**config.mk**
```make
export PLATFORM = sky130hd
export DESIGN_NAME = stack_sequencer
export DESIGN_NICKNAME = d
export VERILOG_FILES = /design/src/rtl/stack_sequencer.sv
export SDC_FILE = /design/constraint.sdc
export NUM_CORES = 1
export LEC_CHECK = 0
export CAP_MARGIN = 20
export CORE_UTILIZATION = 50
export CTS_CLUSTER_DIAMETER = 120
export DETAILED_ROUTE_END_ITERATION = 16
export DONT_BUFFER_PORTS = 1
export PLACE_DENSITY_LB_ADDON = 0.12
export SYNTH_ARGS = -nofsm -noshare
export SYNTH_HDL_FRONTEND = slang
export SYNTH_SLANG_ARGS = --single-unit
```
**constraint.sdc**
```tcl
create_clock -name clk -period 1.85 [get_ports clk]
set_input_delay 0.37 -clock clk [delete_from_list [all_inputs] [get_ports clk]]
set_output_delay 0.37 -clock clk [all_outputs]
set_load 0.05 [all_outputs]
```
**src/rtl/stack_sequencer.sv**
```systemverilog
// Stack micro-sequencer: runs PUSH rp, POP rp, CALL and RET one at a time by
// driving the register-file control port and the 8-bit memory bus.
module stack_sequencer (
  input  logic        clk,
  input  logic        rst,
  input  logic        start,
  input  logic [1:0]  cmd,
  input  logic [1:0]  pair,
  output logic        busy,
  output logic        done,
  output logic [4:0]  rf_read_sel,
  input  logic [15:0] rf_out,
  output logic [4:0]  rf_load_sel,
  output logic        rf_load,
  output logic [1:0]  rf_op,
  output logic [15:0] rf_data,
  output logic [15:0] mem_addr,
  output logic [7:0]  mem_wdata,
  output logic        mem_we,
  output logic        mem_re,
  input  logic [7:0]  mem_rdata
);

  localparam logic [4:0] SP_SEL = 5'b11010;
  localparam logic [4:0] PC_SEL = 5'b11000;
  localparam logic [4:0] WZ_SEL = 5'b10110;

  localparam logic [1:0] CMD_PUSH = 2'b00;
  localparam logic [1:0] CMD_POP  = 2'b01;
  localparam logic [1:0] CMD_CALL = 2'b10;
  localparam logic [1:0] CMD_RET  = 2'b11;

  localparam logic [1:0] OP_NONE = 2'b00;
  localparam logic [1:0] OP_INC  = 2'b01;
  localparam logic [1:0] OP_DEC  = 2'b10;

  typedef enum logic [3:0] {
    IDLE, FETCH, SPDEC, WRH, WRL, RDL, RDH, WB, JMP
  } state_t;

  state_t      state_q;
  logic [1:0]  cmd_q;
  logic [1:0]  pair_q;
  logic [15:0] tmp_q;
  logic        done_q;
  logic [4:0]  pairSel;

  assign pairSel = {1'b1, 1'b0, pair_q, 1'b0};
  assign busy    = (state_q != IDLE);
  assign done    = done_q;

  always_ff @(posedge clk) begin
    if (rst) begin
      state_q <= IDLE;
      cmd_q   <= CMD_PUSH;
      pair_q  <= 2'b00;
      tmp_q   <= 16'h0000;
      done_q  <= 1'b0;
    end else begin
      done_q <= 1'b0;
      case (state_q)
        IDLE: begin
          if (start) begin
            cmd_q  <= cmd;
            pair_q <= pair;
            state_q <= (cmd == CMD_PUSH || cmd == CMD_CALL) ? FETCH : RDL;
          end
        end
        FETCH: begin
          tmp_q   <= rf_out;
          state_q <= SPDEC;
        end
        SPDEC: state_q <= WRH;
        WRH:   state_q <= WRL;
        WRL: begin
          if (cmd_q == CMD_CALL) begin
            state_q <= JMP;
          end else begin
            state_q <= IDLE;
            done_q  <= 1'b1;
          end
        end
        JMP: begin
          state_q <= IDLE;
          done_q  <= 1'b1;
        end
        RDL: state_q <= RDH;
        // Low byte from the RDL read lands now; the high byte arrives during WB.
        RDH: begin
          tmp_q[7:0] <= mem_rdata;
          state_q    <= WB;
        end
        WB: begin
          state_q <= IDLE;
          done_q  <= 1'b1;
        end
        default: state_q <= IDLE;
      endcase
    end
  end

  // Reset suppresses every output in the cycle it is seen, so an aborted
  // sequence issues no strobe at the aborting edge.
  always_comb begin
    rf_read_sel = 5'b00000;
    rf_load_sel = 5'b00000;
    rf_load     = 1'b0;
    rf_op       = OP_NONE;
    rf_data     = 16'h0000;
    mem_addr    = 16'h0000;
    mem_wdata   = 8'h00;
    mem_we      = 1'b0;
    mem_re      = 1'b0;
    if (!rst) begin
      case (state_q)
        FETCH: rf_read_sel = (cmd_q == CMD_CALL) ? PC_SEL : pairSel;
        SPDEC: begin
          rf_load_sel = SP_SEL;
          rf_op       = OP_DEC;
        end
        WRH: begin
          rf_read_sel = SP_SEL;
          mem_addr    = rf_out;
          mem_wdata   = tmp_q[15:8];
          mem_we      = 1'b1;
          rf_load_sel = SP_SEL;
          rf_op       = OP_DEC;
        end
        WRL: begin
          rf_read_sel = SP_SEL;
          mem_addr    = rf_out;
          mem_wdata   = tmp_q[7:0];
          mem_we      = 1'b1;
        end
        RDL, RDH: begin
          rf_read_sel = SP_SEL;
          mem_addr    = rf_out;
          mem_re      = 1'b1;
          rf_load_sel = SP_SEL;
          rf_op       = OP_INC;
        end
        WB: begin
          rf_data     = {mem_rdata, tmp_q[7:0]};
          rf_load_sel = (cmd_q == CMD_RET) ? PC_SEL : pairSel;
          rf_load     = 1'b1;
        end
        JMP: begin
          rf_read_sel = WZ_SEL;
          rf_data     = rf_out;
          rf_load_sel = PC_SEL;
          rf_load     = 1'b1;
        end
        default: ;
      endcase
    end
  end

endmodule

```
==> results.cfg, run 1 <==
[run_status]
status = did not finish
stop_stage = clock tree synthesis
tool.error = [ERROR DPL-0033] detailed placement checks failed during check placement.

[floorplanning]
die_x_microns = 60.2
std_cell_rows = 20
ioPinCount = 88
start_util_pct = 54.2
die_h_microns = 60.2

[place]
io_buffers = 0
dp.cells = 301
placement.cell_area_sq_um = 2690
place.gp.congestion = 0.834
dp_hpwl_microns = 4540

[yosys]
syn-instance-count = 215
synth_area_leaders = dfxtp_1, a22o_1, nand2_1
synth_edf_count = 0
synthDistinctLibCells = 44
syn-mean-instance-area_sq_um = 7.88
synth_commonest_cells = nand2_1, dfxtp_1, a22o_1, a21oi_1, and2_1
synth-seq-cells = 25
netlist_area_sq_um = 1690
async_reset_ff_share_pct = 0
netlist.area_leader.share_pct = 29.5
synth_top_area_cell = dfxtp_1
synth.most_common_cell = nand2_1
yosys_warnings = 0
ys_seq_area_share_pct = 29.5
synth-main-ff-cell = dfxtp_1

[clock_tree]
cts-root-buf = clkbuf_4
cts.sink_count = 25
ctsResizeCount = 72
numCtsBuffers = 3
cts_hold_buffers = 0
cts_setup_buffers = 12
cts_max_level = 1
clk_path_buf_depth = 2
kinds of logic after synthesis:
logic type	count (synthesis)	share of synthesized area, %
flops	25	29.5
simple gates	97	32.8
buf+inv	25	8.35
other cells	1	0.221
xor+xnor	1	0.517
compound gates	66	28.6
stage by stage:
step | setup slack (ps) | util [%]
after detailed placement | -83.6 | 86.0
after global placement | -27.2 | 86.0
after floorplan | -269 | -
==> run 2, diff against run 1 <==
--- a/config.mk
+++ b/config.mk
@@ -6,11 +6,10 @@
 export NUM_CORES = 1
 export LEC_CHECK = 0
 export CAP_MARGIN = 20
-export CORE_UTILIZATION = 50
-export CTS_CLUSTER_DIAMETER = 120
+export CORE_UTILIZATION = 35
 export DETAILED_ROUTE_END_ITERATION = 16
 export DONT_BUFFER_PORTS = 1
-export PLACE_DENSITY_LB_ADDON = 0.12
+export PLACE_DENSITY_LB_ADDON = 0.15
 export SYNTH_ARGS = -nofsm -noshare
 export SYNTH_HDL_FRONTEND = slang
 export SYNTH_SLANG_ARGS = --single-unit
==> constraint.sdc (replaced) <==
create_clock -name clk -period 2.4 [get_ports clk]
set_input_delay 0.48 -clock clk [delete_from_list [all_inputs] [get_ports clk]]
set_output_delay 0.48 -clock clk [all_outputs]
set_load 0.05 [all_outputs]
==> results.cfg, run 2 <==
[setup_path]
cpLargestDelayFamily = simple AND/OR/NAND/NOR gates
arrival_ps = 1900
cp_data_required_time_ps = 1920
crit_path_end_kind = primary output
r2r.worst_path.cells = 7
crit_buf_inv = 1
regToRegSetupSlack_ps = 720
critPathMaxStageDelay_ps = 640
path_max_fanout = 8
crit_type = register to primary output
cp-start-kind = register
reg2reg_to = pair_q[1]$_SDFFE_PP0P_
r2r-start = state_q[1]$_SDFFE_PP0P_
cp_slowest_cell = or4b_4
crit_chain = or4b_4 -> nor2_4 -> a22o_1 -> buf_12

[pwr]
p_total_mw = 1.30
peakVddDrop_mv = 0.345
clock_power_share_pct = 19.8
p_sw_share_pct = 39.2
p_int_mw = 0.790
power_density_nw_per_um2 = 461
p_comb_share_pct = 42.1
power_frac_seq_pct = 38.1
power_leakage_nw = 1.09
power.switching_mw = 0.510

[place]
place.gp.congestion = 0.872
dp_hpwl_microns = 4190
io_buffers = 0
placement.cell_area_sq_um = 2710

[worst_hold_path]
min_path_type = input pin to register
hold_end = tmp_q[10]$_SDFFE_PP0P_
hold_start = rst
holdPathStages = 1

[yosys]
syn-instance-count = 215
netlist.area_leader.share_pct = 29.5
syn-mean-instance-area_sq_um = 7.88
synthDistinctLibCells = 44
synth.most_common_cell = nand2_1
synth_area_leaders = dfxtp_1, a22o_1, nand2_1
synth-main-ff-cell = dfxtp_1
yosys_warnings = 0
synth_edf_count = 0
ys_seq_area_share_pct = 29.5
synth_commonest_cells = nand2_1, dfxtp_1, a22o_1, a21oi_1, and2_1
synth-seq-cells = 25
async_reset_ff_share_pct = 0
netlist_area_sq_um = 1690
synth_top_area_cell = dfxtp_1

[clock_tree]
cts.sink_count = 25
cts_max_level = 1
clk_path_buf_depth = 2
cts-root-buf = clkbuf_8
clk_latency_ps = 270
cts_tree = done
cts.reportedPaths.clkPinSlew_ps = 90
numCtsBuffers = 3
cts_hold_buffers = 0

[global_route]
grt_use_total_pct = 21.3
grt_pass1_vias = 1758
antenna_found_initial = 0
grt_start_max_net_pins = 34
overflow = 0
grt_pass1_wl_microns = 8710

[layout]
fin_area_sq_um = 2820
antenna_cells = 0
top_regs = tmp_q x16, state_q x4
layout.cells.most_common = buf_12
final_cell_mix = buf_12, nand2_1, buf_4
top_register = tmp_q
syn2layout_area_growth_pct = 66.4
largest_reg_flops = 16
nFillCells = 394
drive_gt1_share_pct = 35.8
nNetsFinal = 300

[routing]
routedWlPerCell_microns = 16.9
first_pass_iters = 4
drt_drc_violations_left = 0
vias = 1832
drtIter0Drc = 169
totalWireLength_microns = 5400
vias_per_cell = 5.73
postRouteAntennaNets = 0

[sta]
relSlewSlack_pct = 66.5
finalCritPeriodShare_pct = 99.1
finClkSkew_ps = 4.15
finalHoldViolCount = 0
setup_viol = 0
drv_slew = 0
post-route-min-period_ps = 2380
worst_slew_pin_slew_ps = 502
rsz0062_at_grt = yes
max_freq_mhz = 420

[job]
cap_violations = 0

[floorplanning]
die_x_microns = 71.6
std_cell_rows = 24
die_h_microns = 71.6
coreArea_sq_um = 4500
dieArea_sq_um = 5120
start_util_pct = 37.6
ioPinCount = 88

[run_status]
status = finished, final reports clean
[run 2: how the worst max path moves through the flow]
stage / from / endpoint / slack, ps / cells after the start
2_1_floorplan: rst / rf_op[0] / 70 / 4
3_3_place_gp: state_q[2]$_SDFFE_PP0P_ / mem_wdata[4] / 320 / 6
3_5_place_dp: state_q[1]$_SDFFE_PP0P_ / rf_data[3] / 270 / 4
4_1_cts: state_q[1]$_SDFFE_PP0P_ / rf_data[9] / 10 / 4
5_1_grt: state_q[1]$_SDFFE_PP0P_ / rf_data[5] / -50 / 4
6_report: state_q[1]$_SDFFE_PP0P_ / rf_data[9] / 20 / 4
[run 2: kinds of logic (layout without fill, tap and decap cells)]
kind of cell / after synthesis / count (layout) / synth area share (%)
compound gates: 66 / 66 / 28.6
buf+inv: 25 / 76 / 8.35
flops: 25 / 25 / 29.5
simple gates: 97 / 98 / 32.8
other cells: 1 / 2 / 0.221
xor+xnor: 1 / 1 / 0.517
[run 2: area by class of cell]
class / count / area (sq um) / area share (%)
Inverter: 3 / 11.3 / 0.399
Clock buffer: 3 / 41.3 / 1.46
Timing Repair Buffer: 69 / 1060 / 37.6
Clock inverter: 1 / 7.51 / 0.266
Sequential cell: 25 / 509 / 18.1
Multi-Input combinational cell: 167 / 1120 / 39.9
Tap cell: 52 / 65.1 / 2.31
[run 2: worst register-to-register path, delay by kind of cell (launching register included)]
family / cells / cell delay (ps)
simple gates: 1 / 130
flops: 1 / 370
compound gates: 2 / 350
buf+inv: 4 / 730
[run 2: metrics by stage]
stage               utilization (%)  setup TNS (ps)  worst slack (ps)  hold WS (ps)  cells
floorplan                         -               0              65.2           437    216
global placement               60.1               0               321           438    313
detailed placement             60.1               0               265           442    313
CTS                            61.8               0              11.0           267    319
global route                   62.6            -258             -46.9           253    320
finish                         62.6               0              20.7           282    320
[run 2: layer usage]
metal / share of wire, % / track usage [%] / vias to the layer above
li1: - / - / 872
met1: 40 / 25.6 / 874
met2: 51 / 38.1 / 82
met3: 8.5 / 4.78 / 4
met4: 0.59 / 5.88 / 0
met5: 0 / 0 / -
[run 2: what timing repair did]
| item | CTS | global route |
|---|---|---|
| buffers inserted | 1 | 1 |
| gates resized for setup | 4 | 6 |
| gates cloned | 1 | 0 |
| pin swaps | 4 | 7 |
| endpoints found under the setup margin | 24 | 37 |
[run 2: power groups by stage]
stage	sequential, mW	combinational, mW	clock, mW
after floorplan	0.487	0.382	0
after CTS	0.496	0.534	0.260
after global placement	0.505	0.514	0
after global routing	0.500	0.584	0.287
final	0.496	0.547	0.257
after detailed placement	0.507	0.523	0
No activity file was read; power rests on OpenSTA's default activity.
